**src/rtl/clk_div_cfg_pkg.sv**
```systemverilog
// Shared types and constants for the clock-divider configuration controller.
// State encoding, requester grant IDs and quiesce-count limits.
package clk_div_cfg_pkg;

    typedef enum logic [1:0] {
        ST_IDLE   = 2'd0,
        ST_GATE   = 2'd1,
        ST_SETTLE = 2'd2,
        ST_ACK    = 2'd3
    } state_t;

    typedef enum logic {
        GNT_A = 1'b0,
        GNT_B = 1'b1
    } gnt_id_t;

    localparam int QUIESCE_MIN = 1;
    localparam int QUIESCE_MAX = 15;
    localparam int CNT_WD      = 4;

endpackage

```
**src/rtl/clk_div_cfg_if.sv**
```systemverilog
// Request/ack and divider-control bundle between requesters, the controller and CLK_DIV.
// The slave modport is the controller's view.
interface clk_div_cfg_if #(
    parameter int RATIO_WD = 8
);
    logic                i_en;
    logic                i_req_a;
    logic [RATIO_WD-1:0] i_ratio_a;
    logic                o_ack_a;
    logic                i_req_b;
    logic [RATIO_WD-1:0] i_ratio_b;
    logic                o_ack_b;
    logic                o_clk_en;
    logic [RATIO_WD-1:0] o_div_ratio;
    logic                o_busy;

    modport master (
        output i_en, i_req_a, i_ratio_a, i_req_b, i_ratio_b,
        input  o_ack_a, o_ack_b, o_clk_en, o_div_ratio, o_busy
    );

    modport slave (
        input  i_en, i_req_a, i_ratio_a, i_req_b, i_ratio_b,
        output o_ack_a, o_ack_b, o_clk_en, o_div_ratio, o_busy
    );
endinterface

```
**src/rtl/clk_div_cfg_ctrl_rr_arb2.sv**
```systemverilog
// Two-way round-robin arbiter; on a tie the requester not granted last wins.
// last_gnt is registered and, after a grant, names the requester currently being served.
module rr_arb2
    import clk_div_cfg_pkg::*;
(
    input  logic       i_ref_clk,
    input  logic       i_rst_n,
    input  logic [1:0] req,
    input  logic       grant_en,
    output logic [1:0] gnt,
    output gnt_id_t    last_gnt
);

    always_comb begin
        gnt = 2'b00;
        if (grant_en) begin
            if (req == 2'b11) begin
                gnt = (last_gnt == GNT_A) ? 2'b10 : 2'b01;
            end else begin
                gnt = req;
            end
        end
    end

    // Reset pointer at B so that A wins the first tie.
    always_ff @(posedge i_ref_clk or negedge i_rst_n) begin
        if (!i_rst_n) begin
            last_gnt <= GNT_B;
        end else if (gnt[1]) begin
            last_gnt <= GNT_B;
        end else if (gnt[0]) begin
            last_gnt <= GNT_A;
        end
    end

endmodule

```
**src/rtl/clk_div_cfg_ctrl.sv**
```systemverilog
// Safely retunes CLK_DIV: gate the divider, load the new ratio, settle, re-enable, ack.
//   state  | meaning
//   IDLE   | o_clk_en follows i_en; arbitrate and capture the granted ratio
//   GATE   | divider gated for QUIESCE cycles; ratio loaded in the last one
//   SETTLE | divider still gated for QUIESCE cycles; o_clk_en <= i_en on exit
//   ACK    | one-cycle ack pulse to the granted requester
module clk_div_cfg_ctrl
    import clk_div_cfg_pkg::*;
#(
    parameter int RATIO_WD  = 8,
    parameter int QUIESCE   = 2,
    parameter int RST_RATIO = 1
)(
    input  logic          i_ref_clk,
    input  logic          i_rst_n,
    clk_div_cfg_if.slave  bus
);

    localparam int Q_EFF = (QUIESCE < QUIESCE_MIN) ? QUIESCE_MIN :
                           (QUIESCE > QUIESCE_MAX) ? QUIESCE_MAX : QUIESCE;
    localparam logic [CNT_WD-1:0]   CNT_LAST = CNT_WD'(Q_EFF - 1);
    localparam logic [RATIO_WD-1:0] RST_VAL  = RATIO_WD'(RST_RATIO);

    state_t              state_q;
    state_t              state_d;
    logic [CNT_WD-1:0]   cnt_q;
    logic [RATIO_WD-1:0] ratio_cap_q;
    logic [RATIO_WD-1:0] div_ratio_q;
    logic                clk_en_q;
    logic [1:0]          gnt;
    gnt_id_t             last_gnt;
    logic                grant_en;
    logic                any_gnt;
    logic [RATIO_WD-1:0] sel_ratio;
    logic                ratio_match;
    logic                cnt_last;

    assign grant_en = (state_q == ST_IDLE);

    rr_arb2 u_arb (
        .i_ref_clk (i_ref_clk),
        .i_rst_n   (i_rst_n),
        .req       ({bus.i_req_b, bus.i_req_a}),
        .grant_en  (grant_en),
        .gnt       (gnt),
        .last_gnt  (last_gnt)
    );

    always_comb begin
        any_gnt     = |gnt;
        sel_ratio   = gnt[1] ? bus.i_ratio_b : bus.i_ratio_a;
        ratio_match = (sel_ratio == div_ratio_q);
        cnt_last    = (cnt_q == CNT_LAST);
        state_d     = state_q;
        case (state_q)
            ST_IDLE:   if (any_gnt)  state_d = ratio_match ? ST_ACK : ST_GATE;
            ST_GATE:   if (cnt_last) state_d = ST_SETTLE;
            ST_SETTLE: if (cnt_last) state_d = ST_ACK;
            ST_ACK:                  state_d = ST_IDLE;
            default:                 state_d = ST_IDLE;
        endcase
    end

    always_ff @(posedge i_ref_clk or negedge i_rst_n) begin
        if (!i_rst_n) begin
            state_q <= ST_IDLE;
            cnt_q   <= '0;
        end else begin
            state_q <= state_d;
            if (state_d != state_q) begin
                cnt_q <= '0;
            end else if (state_q != ST_IDLE) begin
                cnt_q <= cnt_q + 1'b1;
            end
        end
    end

    always_ff @(posedge i_ref_clk or negedge i_rst_n) begin
        if (!i_rst_n) begin
            ratio_cap_q <= RST_VAL;
            div_ratio_q <= RST_VAL;
            clk_en_q    <= 1'b0;
        end else begin
            if (grant_en && any_gnt) begin
                ratio_cap_q <= sel_ratio;
            end
            if (state_q == ST_GATE && cnt_last) begin
                div_ratio_q <= ratio_cap_q;
            end
            // A matching ratio skips the gate, so the enable is simply held.
            case (state_q)
                ST_IDLE: begin
                    if (any_gnt) begin
                        if (!ratio_match) clk_en_q <= 1'b0;
                    end else begin
                        clk_en_q <= bus.i_en;
                    end
                end
                ST_SETTLE: if (cnt_last) clk_en_q <= bus.i_en;
                default: ;
            endcase
        end
    end

    assign bus.o_clk_en    = clk_en_q;
    assign bus.o_div_ratio = div_ratio_q;
    assign bus.o_busy      = (state_q != ST_IDLE);
    assign bus.o_ack_a     = (state_q == ST_ACK) && (last_gnt == GNT_A);
    assign bus.o_ack_b     = (state_q == ST_ACK) && (last_gnt == GNT_B);

endmodule
```
**src/flat_wrapper.sv**
```systemverilog
// flat-port wrapper written by rule: the top's interface ports become plain ports
module clk_div_cfg_ctrl_flat import clk_div_cfg_pkg::*;
#(
    parameter int RATIO_WD  = 8,
    parameter int QUIESCE   = 2,
    parameter int RST_RATIO = 1
)
  (i_ref_clk, i_rst_n, bus_i_en, bus_i_req_a, bus_i_ratio_a, bus_i_req_b, bus_i_ratio_b, bus_o_ack_a, bus_o_ack_b, bus_o_clk_en, bus_o_div_ratio, bus_o_busy);
  clk_div_cfg_if #(.RATIO_WD(RATIO_WD)) bus_i ();
  input  logic i_ref_clk;
  input  logic i_rst_n;
  input wire logic [$bits(bus_i.i_en)-1:0] bus_i_en;
  input wire logic [$bits(bus_i.i_req_a)-1:0] bus_i_req_a;
  input wire logic [$bits(bus_i.i_ratio_a)-1:0] bus_i_ratio_a;
  input wire logic [$bits(bus_i.i_req_b)-1:0] bus_i_req_b;
  input wire logic [$bits(bus_i.i_ratio_b)-1:0] bus_i_ratio_b;
  output wire logic [$bits(bus_i.o_ack_a)-1:0] bus_o_ack_a;
  output wire logic [$bits(bus_i.o_ack_b)-1:0] bus_o_ack_b;
  output wire logic [$bits(bus_i.o_clk_en)-1:0] bus_o_clk_en;
  output wire logic [$bits(bus_i.o_div_ratio)-1:0] bus_o_div_ratio;
  output wire logic [$bits(bus_i.o_busy)-1:0] bus_o_busy;
  assign bus_i.i_en = bus_i_en;
  assign bus_i.i_req_a = bus_i_req_a;
  assign bus_i.i_ratio_a = bus_i_ratio_a;
  assign bus_i.i_req_b = bus_i_req_b;
  assign bus_i.i_ratio_b = bus_i_ratio_b;
  assign bus_o_ack_a = bus_i.o_ack_a;
  assign bus_o_ack_b = bus_i.o_ack_b;
  assign bus_o_clk_en = bus_i.o_clk_en;
  assign bus_o_div_ratio = bus_i.o_div_ratio;
  assign bus_o_busy = bus_i.o_busy;
  clk_div_cfg_ctrl #(.RATIO_WD(RATIO_WD), .QUIESCE(QUIESCE), .RST_RATIO(RST_RATIO)) u_core (.i_ref_clk(i_ref_clk), .i_rst_n(i_rst_n), .bus(bus_i));
endmodule
```
**config.mk**
```make
export PLATFORM = sky130hd
export DESIGN_NAME = clk_div_cfg_ctrl_flat
export DESIGN_NICKNAME = d
export VERILOG_FILES = /design/src/rtl/clk_div_cfg_pkg.sv /design/src/rtl/clk_div_cfg_if.sv /design/src/rtl/clk_div_cfg_ctrl_rr_arb2.sv /design/src/rtl/clk_div_cfg_ctrl.sv /design/src/flat_wrapper.sv
export SDC_FILE = /design/constraint.sdc
export NUM_CORES = 1
export LEC_CHECK = 0
export BUFFER_PORTS_ARGS = -buffer_cell sky130_fd_sc_hd__clkbuf_2
export CORE_ASPECT_RATIO = 0.5
export CORE_UTILIZATION = 35
export DETAILED_ROUTE_END_ITERATION = 12
export MAX_ROUTING_LAYER = met4
export SYNTH_ARGS = -nofsm -noshare
export SYNTH_HDL_FRONTEND = slang
export SYNTH_SLANG_ARGS = --single-unit
```
**constraint.sdc**
```tcl
create_clock -name i_ref_clk -period 1.6 [get_ports i_ref_clk]
set_input_delay 0.08 -clock i_ref_clk [delete_from_list [all_inputs] [get_ports i_ref_clk]]
set_output_delay 0.08 -clock i_ref_clk [all_outputs]
set_load 0.01 [all_outputs]
```
==> reports/qor.txt <==
outcome -> completed
Root Buffer -> clkbuf_8
worst hold slack -> 0.0624 ns
post-route setup TNS -> 0 ns
fin nets -> 214
GP Congestion -> 0.825
total CTS buffers -> 3
Mapped Nets -> 166
register area -> 604 um2
CTS tree -> done
Hold Crit Class -> in2reg
Final Hold Viols -> 0
H-tree levels -> 1
CP max FO -> 7
Final Cell Area -> 0.00182 mm2
Warnings, synthesis -> 0
largest net degree at the start of global routing -> 25
Syn Std Cell Area -> 0.00137 mm2
Via Count -> 1193
Die X -> 90.4 um
Final Max Tran Viols -> 0
first-pass GRT wire length -> 5.20 mm
Initial DRT Pass Iterations -> 4
CP Capture Type -> register
top post-synthesis cells by area -> dfrtp_1, dfstp_2, o21ai_0, nand2_1, mux2_2
Util after Layout -> 50.9%
Top Layer Used -> met3
post-synth cell types -> 44
Die ar. -> 0.00417 mm2
slowest stage cell, crit path -> dfrtp_1
Synth Area per Inst -> 9.55 um2
Crit Path Class -> reg2reg
peak supply drop -> 0.780 mV
Worst-Skew Late Latency -> 0.27 ns
ant diodes -> 0
DIE HEIGHT -> 46.2 um
placed instance area -> 0.00167 mm2
Crit path buffers/inverters -> 2
register area share after synthesis -> 44.2%
Fin Clk Skew -> 0.00392 ns
Slew @ Worst Pin -> 0.624 ns
row count -> 15
top achievable clock speed -> 632 MHz
area leader, netlist -> dfrtp_1
Longest Clk Path Bufs -> 2
vias in the first global route -> 1143
Power Dens Cells -> 1830 mW/mm2
WL/cell -> 13.2 um
vias per cell -> 4.95
Area Growth Syn to Fin -> 33.4%
Critical Path AT -> 1.75 ns
top cell type's share of synthesized area -> 38.5%
Sink Count -> 24
CTS clock-pin slew for the worst setup and hold paths -> 0.09 ns
period utilisation layout -> 98.8%
global-route usage over all layers -> 16.9%
Initial Utilization -> 38.1%
Final Critical Period -> 1.58 ns
slew margin rel. -> 58.4%
max_cap viols -> 0
DRC errors left -> 0
WL met2 -> 1.51 mm
Setup crit start kind -> register
antenna-violating nets left -> 0
IO Pins -> 33
Synth Instances -> 143
Metal-1 WL -> 1.58 mm
Detailed Place HPWL -> 2.43 mm
Leak -> 0.894 nW
metal3 WL -> 77 um
slowest stage delay, CP -> 0.39 ns
Post-Route WL -> 3.17 mm
share of cells above drive strength 1 -> 40.0%
RSZ-0062 raised after global routing -> true
Crit path required time -> 1.76 ns
total core area -> 0.00358 mm2
I/O Buffers -> 32
Setup-failing EPs final -> 0
initial DRC count -> 51
initial antenna violation count -> 0
total grt overflow -> 0
multi-input logic area -> 748 um2
Synth Register Bits -> 24
CP delay by family, top -> simple AND/OR/NAND/NOR gates
critical path cell sequence -> inv_1 > ha_2 > nor3b_4 > nand2_2 > nor2_4 > buf_6 > mux2_4
Layout fillers -> 348
-- repair_timing --
item                                    in CTS  in global routing
gates resized for setup                      1                 15
cloned                                       0                  0
hold buffers                                 1                  0
hold endpoints to repair                    21                  0
buffers inserted                             0                  1
endpoints found under the setup margin       1                  8
pin swaps                                    0                  4
-- cell usage in the layout, fill, tap and decap left out, types with 2 or more instances in the layout --
master    netlist  layout
a21oi_1         3       3
buf_4           2      14
clkbuf_2        0      32
clkbuf_8        0       3
dfrtp_1        21      21
dfstp_2         3       3
inv_1          12      12
mux2_4          0       5
mux2i_1         5       4
nand2_1        18      17
nand3_1         2       2
nor2_1         12      11
nor2b_1         2       2
nor4_2          0       2
o211ai_1        2       2
o21ai_0        14      13
o21ai_1         1       2
o221ai_1        2       2
o22ai_1         4       3
xnor2_1         5       5
xor2_1          2       2
-- cells by family after synthesis --
kind of cell,count (synthesis),share of synthesized area [%]
adders and majority gates,2,1.83
DFF,24,44.2
and+or+nand+nor,44,16.7
buffers and inverters,18,6.13
muxes,10,7.78
AOI/OAI and AO/OA,38,18.9
xor gates and xnor gates,7,4.49
-- per-stage QoR --
step	total power, mW	cells	setup slack (ns)
after floorplan	2.08	143	0.00758
after global placement	2.60	235	0.0594
after detailed placement	2.64	235	-0.0127
after CTS	3.21	240	0.0145
after global routing	3.59	241	-0.0524
final	3.34	241	0.0187
-- per-layer routing --
layer	vias to the layer above	GRT usage, %
met3	0	3.96
met1	584	21.4
li1	594	-
met2	15	28.2
met5	-	-
met4	0	3.87
-- layout make-up --
cell class,count,area share [%]
clock buffers,3,2.26
clock inverters,1,1.65
inverters,13,2.68
multi-input cells,101,41.0
flip-flops and latches,24,33.2
well taps,51,3.50
repair buffers,48,15.7
-- state kept, by name (all words and copies together) (netlist names) --
signal / count
u_core.bus.o_div_ratio: 8
u_core.state_q: 2
u_core.cnt_q: 4
u_core.ratio_cap_q: 8
u_core.bus.o_clk_en: 1
u_core.u_arb.last_gnt: 1
-- cells in the mapped netlist (all sizes together) --
| master | number |
|---|---|
| nor3 | 1 |
| dfstp | 3 |
| buf | 4 |
| nand2 | 19 |
| o21a | 1 |
| nand4 | 1 |
| inv | 13 |
| nand3 | 2 |
| xnor2 | 5 |
| o2111a | 1 |
| ha | 2 |
| and4 | 1 |
| and3 | 1 |
| a222oi | 1 |
| nor2b | 2 |
| a31oi | 1 |
| a21oi | 3 |
| xor2 | 2 |
| o2111ai | 1 |
| nor4b | 1 |
| a21bo | 1 |
| o21ai | 16 |
| o41ai | 1 |
| clkbuf | 1 |
| a211oi | 1 |
| o22ai | 4 |
| o221ai | 2 |
| o211ai | 3 |
| o31ai | 1 |
| nor2 | 13 |
| mux2 | 5 |
| dfrtp | 21 |
| mux2i | 5 |
| nor3b | 1 |
| nor4 | 2 |
| a21boi | 1 |
-- worst paths after layout --
check / cells past startpoint / slack (ns) / to / startpoint
min: 3 / 0.06 / u_core.bus.o_clk_en$_DFFE_PN0P_ / bus_i_en
max reg2reg: 7 / 0.02 / u_core.bus.o_div_ratio[5]$_DFFE_PN0P_ / u_core.cnt_q[1]$_DFFE_PN0P_
max: 7 / 0.02 / u_core.bus.o_div_ratio[5]$_DFFE_PN0P_ / u_core.cnt_q[1]$_DFFE_PN0P_
min reg2reg: 2 / 0.49 / u_core.ratio_cap_q[0]$_DFFE_PN1P_ / u_core.ratio_cap_q[0]$_DFFE_PN1P_
min in group asynchronous: 2 / 0.36 / u_core.ratio_cap_q[6]$_DFFE_PN0P_ / i_rst_n
max in group asynchronous: 2 / 0.84 / u_core.cnt_q[0]$_DFFE_PN0P_ / i_rst_n
-- worst register-to-register path, stage by stage (launching register included) --
cell,delay (ns)
dfrtp_1,0.39
inv_1,0.06
ha_2,0.15
nor3b_4,0.19
nand2_2,0.10
nor2_4,0.13
buf_6,0.15
mux2_4,0.30
-- power by group --
part,internal [mW],switching [mW],total [mW]
Combinational,0.818,0.823,1.64
Clock,0.335,0.205,0.540
Sequential,0.903,0.250,1.15
Total,2.06,1.28,3.34
(Power assumes the default switching activity.)
